## src/rtl/axis_stim_pkg.sv

```systemverilog
// axis_stim_pkg: shared state encoding and default widths for the AXI-Stream stimulus sequencer and generator wrapper
package axis_stim_pkg;

   typedef enum logic [2:0] {
      IDLE   = 3'd0,
      LAUNCH = 3'd1,
      RUN    = 3'd2,
      GAP    = 3'd3,
      DONE   = 3'd4
   } state_t;

   localparam int STIM_BURST_W        = 16;
   localparam int STIM_FRAME_W        = 8;
   localparam int STIM_GAP_W          = 16;
   localparam int STIM_TIMEOUT_CYCLES = 1024;

endpackage

```

## src/rtl/axis_stim_seq_ctrl.sv

```systemverilog
// axis_stim_seq_ctrl: runs bursts of frames on the stimulus generator with idle gaps; optional stall watchdog via STIM_CTRL_WATCHDOG_EN
module axis_stim_seq_ctrl
   import axis_stim_pkg::*;
#(
   parameter int BURST_W        = STIM_BURST_W,
   parameter int FRAME_W        = STIM_FRAME_W,
   parameter int GAP_W          = STIM_GAP_W,
   parameter int TIMEOUT_CYCLES = STIM_TIMEOUT_CYCLES
) (
   input  logic               clk,
   input  logic               rst,
   input  logic               go,
   input  logic               abort,
   input  logic [BURST_W-1:0] cfg_bursts,
   input  logic [FRAME_W-1:0] cfg_frames,
   input  logic [GAP_W-1:0]   cfg_gap,
   output logic               stim_start,
   input  logic               mon_tvalid,
   input  logic               mon_tready,
   input  logic               mon_tlast,
   output logic               busy,
   output logic               done,
   output logic [BURST_W-1:0] burst_cnt,
   output logic [FRAME_W-1:0] frame_cnt,
   output logic               err
);

   state_t             state;
   logic [BURST_W-1:0] bursts_q;
   logic [FRAME_W-1:0] frames_q;
   logic [GAP_W-1:0]   gap_q;
   logic [GAP_W-1:0]   gap_cnt;
   logic               hs;
   logic               eof;
   logic               go_ok;
   logic               wd_hit;
   logic [BURST_W-1:0] burst_nxt;
   logic [FRAME_W-1:0] frame_nxt;

   if (TIMEOUT_CYCLES < 1) begin : g_bad_timeout
      $error("TIMEOUT_CYCLES must be at least 1");
   end

   assign hs        = mon_tvalid & mon_tready;
   assign eof       = hs & mon_tlast;
   assign go_ok     = (state == IDLE) && go && !abort;
   assign busy      = (state != IDLE);
   assign burst_nxt = burst_cnt + 1'b1;
   assign frame_nxt = frame_cnt + 1'b1;

   // sequencer FSM; stim_start and done are registered alongside the state they belong to
   always_ff @(posedge clk or posedge rst) begin
      if (rst) begin
         state      <= IDLE;
         stim_start <= 1'b0;
         done       <= 1'b0;
         burst_cnt  <= '0;
         frame_cnt  <= '0;
         bursts_q   <= '0;
         frames_q   <= '0;
         gap_q      <= '0;
         gap_cnt    <= '0;
      end else begin
         stim_start <= 1'b0;
         done       <= 1'b0;
         if (abort) begin
            if (state != IDLE) state <= IDLE;
         end else begin
            case (state)
               IDLE: if (go_ok) begin
                  bursts_q   <= cfg_bursts;
                  frames_q   <= (cfg_frames == '0) ? FRAME_W'(1) : cfg_frames;
                  gap_q      <= cfg_gap;
                  burst_cnt  <= '0;
                  frame_cnt  <= '0;
                  state      <= (cfg_bursts == '0) ? DONE : LAUNCH;
                  stim_start <= (cfg_bursts != '0);
               end
               LAUNCH: state <= RUN;
               RUN: if (eof) begin
                  if (frame_nxt == frames_q) begin
                     frame_cnt <= '0;
                     burst_cnt <= burst_nxt;
                     if (burst_nxt == bursts_q) begin
                        state <= DONE;
                     end else if (gap_q == '0) begin
                        state      <= LAUNCH;
                        stim_start <= 1'b1;
                     end else begin
                        state   <= GAP;
                        gap_cnt <= gap_q;
                     end
                  end else begin
                     frame_cnt <= frame_nxt;
                  end
               end else if (wd_hit) begin
                  state <= DONE;
               end
               GAP: if (gap_cnt == GAP_W'(1)) begin
                  state      <= LAUNCH;
                  stim_start <= 1'b1;
               end else begin
                  gap_cnt <= gap_cnt - 1'b1;
               end
               DONE: begin
                  state <= IDLE;
                  done  <= 1'b1;
               end
               default: state <= IDLE;
            endcase
         end
      end
   end

`ifdef STIM_CTRL_WATCHDOG_EN
   localparam int SW = $clog2(TIMEOUT_CYCLES + 1);

   logic [SW-1:0] stall;

   assign wd_hit = !hs && (stall == SW'(TIMEOUT_CYCLES - 1));

   // stall counter runs only in RUN; err is sticky until the next accepted go
   always_ff @(posedge clk or posedge rst) begin
      if (rst) begin
         stall <= '0;
         err   <= 1'b0;
      end else begin
         stall <= (state == RUN && !hs) ? stall + 1'b1 : '0;
         err   <= go_ok ? 1'b0 : (state == RUN && wd_hit && !abort) ? 1'b1 : err;
      end
   end
`else
   assign wd_hit = 1'b0;
   assign err    = 1'b0;
`endif

endmodule

```

## config.mk

```make
export PLATFORM = sky130hd
export DESIGN_NAME = axis_stim_seq_ctrl
export DESIGN_NICKNAME = d
export VERILOG_FILES = /design/src/rtl/axis_stim_pkg.sv /design/src/rtl/axis_stim_seq_ctrl.sv
export SDC_FILE = /design/constraint.sdc
export NUM_CORES = 1
export LEC_CHECK = 0
export BUFFER_PORTS_ARGS = -buffer_cell sky130_fd_sc_hd__buf_4
export CORE_MARGIN = 5
export CORE_UTILIZATION = 35
export DETAILED_ROUTE_END_ITERATION = 10
export PLACE_DENSITY = 0.56
export SLEW_MARGIN = 20
export SYNTH_ARGS = -nofsm -noshare
export SYNTH_HDL_FRONTEND = slang
export SYNTH_SLANG_ARGS = --single-unit
```

## constraint.sdc

```tcl
create_clock -name clk -period 3.5 [get_ports clk]
set_clock_uncertainty 0.05 [all_clocks]
set_input_delay 0.7 -clock clk [delete_from_list [all_inputs] [get_ports clk]]
set_output_delay 0.7 -clock clk [all_outputs]
set_load 0.01 [all_outputs]
```

==> out/qor.csv <==
metric,value,unit
htree_levels,3,
drtAntennaViolNets,0,
cp_num_buf_inv,0,
cts_made_buffers,9,
p_leak,2.59,nW
area_growth,20.6,%
track_usage,16.7,%
wirelength,13500,um
dp.final_hpwl,9760,um
fin_setup_tns,0,ns
grt_pass1_wl,22000,um
placed_cell_area,5650,um^2
drtIter0Drc,369,
design_area,5910,um^2
min_path_type,in -> async,
drive_above_1_share,20.1,%
cts_tree,done,
clock_latency,0.35,ns
finalSetupViolCount,0,
io_pins,75,
fillCellCount,1353,
ys.flop_type,dfrtp_1,
ys_warn_count,0,
final_nets,680,
irDropWorstVdd,247,uV
die_h,128,um
synth_seq_cells,85,
drv_slew,0,
synth_top_area_share,43.4,%
post_cts_buffers,0,
crit_type,reg -> reg,
synth_common_cells,"101 x nand2_1, 85 x dfrtp_1, 48 x nor2_1, 41 x o21ai_0, 26 x a21oi_1",
clkTransAtPathRegs,0.06,ns
p_per_area,536,nW/um^2
diodes,0,
grt_max_degree,46,
cts_root_buf,clkbuf_16,
syn_inst,561,
crit_arrival,3.46,ns
maxCapViolCount,0,
io_buffers,73,
post-synth-top-count-cell,nand2_1,
crit_chain,"ha_1, and3_1, and3_4, xnor2_1, o2111ai_1, or4b_4, o2111a_2, o21ai_4, mux2i_1",
rsz0062_at_grt,false,
timing.final.crit_period,3.24,ns
required,3.72,ns
grt_pass1_vias,4302,
viasPerCell,5.38,
dr.pass1.iters,4,
slew-limit-headroom,48.9,%
ctsHoldBuffers,0,
cp-end-kind,register,
cts_buffer_depth,2,
syn_area_per_cell,8.74,um^2
status,completed,
place.gp.congestion,0.901,
crit_slowest_cell,or4b_4,
antenna_found_initial,0,
core-area,13800,um^2
yosysTopAreaCell,dfrtp_1,
die_w,128,um
startpoint_type,register,
wl_per_cell,16.6,um
die_area,16500,um^2
async_flop_share,100,%
vias,4373,
tightest_slew,0.766,ns
slowest_delay,0.52,ns
cp_top_family,simple AND/OR/NAND/NOR gates,
yosysSeqAreaShare,43.4,%
cp_max_fo,16,
initial_core_util,35.5,%
cts_sinks,85,
synthDistinctLibCells,64,
synth.area.top_cells,"dfrtp_1 43%, nand2_1 7.7%, o21ai_0 4.2%",
globalRouteOverflowTotal,0,
final_hold_viol_count,0,
fp-row-count,43,
synth_edf_count,0,
min_period_over_period,92.5,%
syn_nets,612,
synthesis.area,4900,um^2
fmax,309,MHz
post_cts_resize_count,0,
drc,0,
-- registers in the layout, summed over array words and instances (netlist names) --
signal	count
bursts_q	16
frames_q	8
burst_cnt	16
stim_start	1
state	3
done	1
gap_cnt	16
gap_q	16
frame_cnt	8
-- cell usage in the layout, fill, tap and decap left out, types with 12 or more instances in the layout --
cell type | netlist | layout
a31oi_1 | 13 | 13
mux2_2 | 16 | 16
nor2_1 | 48 | 48
a21oi_1 | 26 | 26
inv_1 | 13 | 12
nand3_1 | 18 | 17
o31ai_1 | 14 | 14
nand2_1 | 101 | 101
o21ai_0 | 41 | 41
nor3_1 | 16 | 16
buf_4 | 3 | 81
nor4_1 | 15 | 15
dfrtp_1 | 85 | 85
xnor2_1 | 18 | 18
-- through the flow --
| stage | total power, mW | hold slack, ns | std cells | setup slack, ns | utilization, % |
|---|---|---|---|---|---|
| finish | 3.17 | 0.411 | 813 | 0.264 | 42.8 |
| global route | 3.37 | 0.465 | 813 | 0.109 | 42.8 |
| CTS | 3.21 | 0.441 | 813 | 0.279 | 42.8 |
| detailed placement | 2.30 | 0.436 | 798 | 0.305 | 40.8 |
| global placement | 2.28 | 0.428 | 798 | 0.448 | 40.8 |
| floorplan | 2.02 | 0.406 | 561 | 0.557 | - |
-- cell type report --
cell class / instances / area (um^2) / share of cell area, %
Sequential cell: 85 / 2130 / 36.0
Tap cell: 180 / 225 / 3.81
Clock inverter: 4 / 25.0 / 0.423
Inverter: 14 / 53.8 / 0.910
Multi-Input combinational cell: 437 / 2610 / 44.2
Clock buffer: 11 / 243 / 4.10
Timing Repair Buffer: 82 / 628 / 10.6
-- worst paths after layout --
check                             start  slack (ns)      endpoint  depth (start not counted)
setup / recovery           burst_cnt[0]        0.26    gap_cnt[1]                          9
max in group asynchronous           rst        2.30      gap_q[6]                          3
setup reg to reg           burst_cnt[0]        0.26    gap_cnt[1]                          9
hold reg to reg             frames_q[1]        0.45   frames_q[1]                          2
hold / removal                      rst        0.41  burst_cnt[1]                          2
min in group clk            frames_q[1]        0.45   frames_q[1]                          2
-- cell families after synthesis --
group | after synthesis | synth area share, %
muxes | 18 | 4.08
AOI/OAI and AO/OA | 142 | 19.3
and+or+nand+nor | 243 | 23.5
DFF | 85 | 43.4
xor gates and xnor gates | 29 | 5.18
other | 1 | 0.0765
buffers and inverters | 39 | 3.42
adders and majority gates | 4 | 1.02
-- where the power goes --
group | switching (mW) | internal [mW] | total [mW]
Clock | 0.398 | 0.494 | 0.892
Combinational | 0.412 | 0.393 | 0.804
Sequential | 0.250 | 1.22 | 1.47
-- per-layer routing --
layer  vias up  part of all wire, %  wire length (um)  global-route usage (%)
met5         -                    0                 0                       0
met4         0                  2.2               293                    7.74
met3        19                  4.9               654                    3.07
met2        97                   48              6460                    27.3
met1      2097                   45              6080                    21.5
li1       2160                    -                 -                       -
No activity file was read; power rests on OpenSTA's default activity.
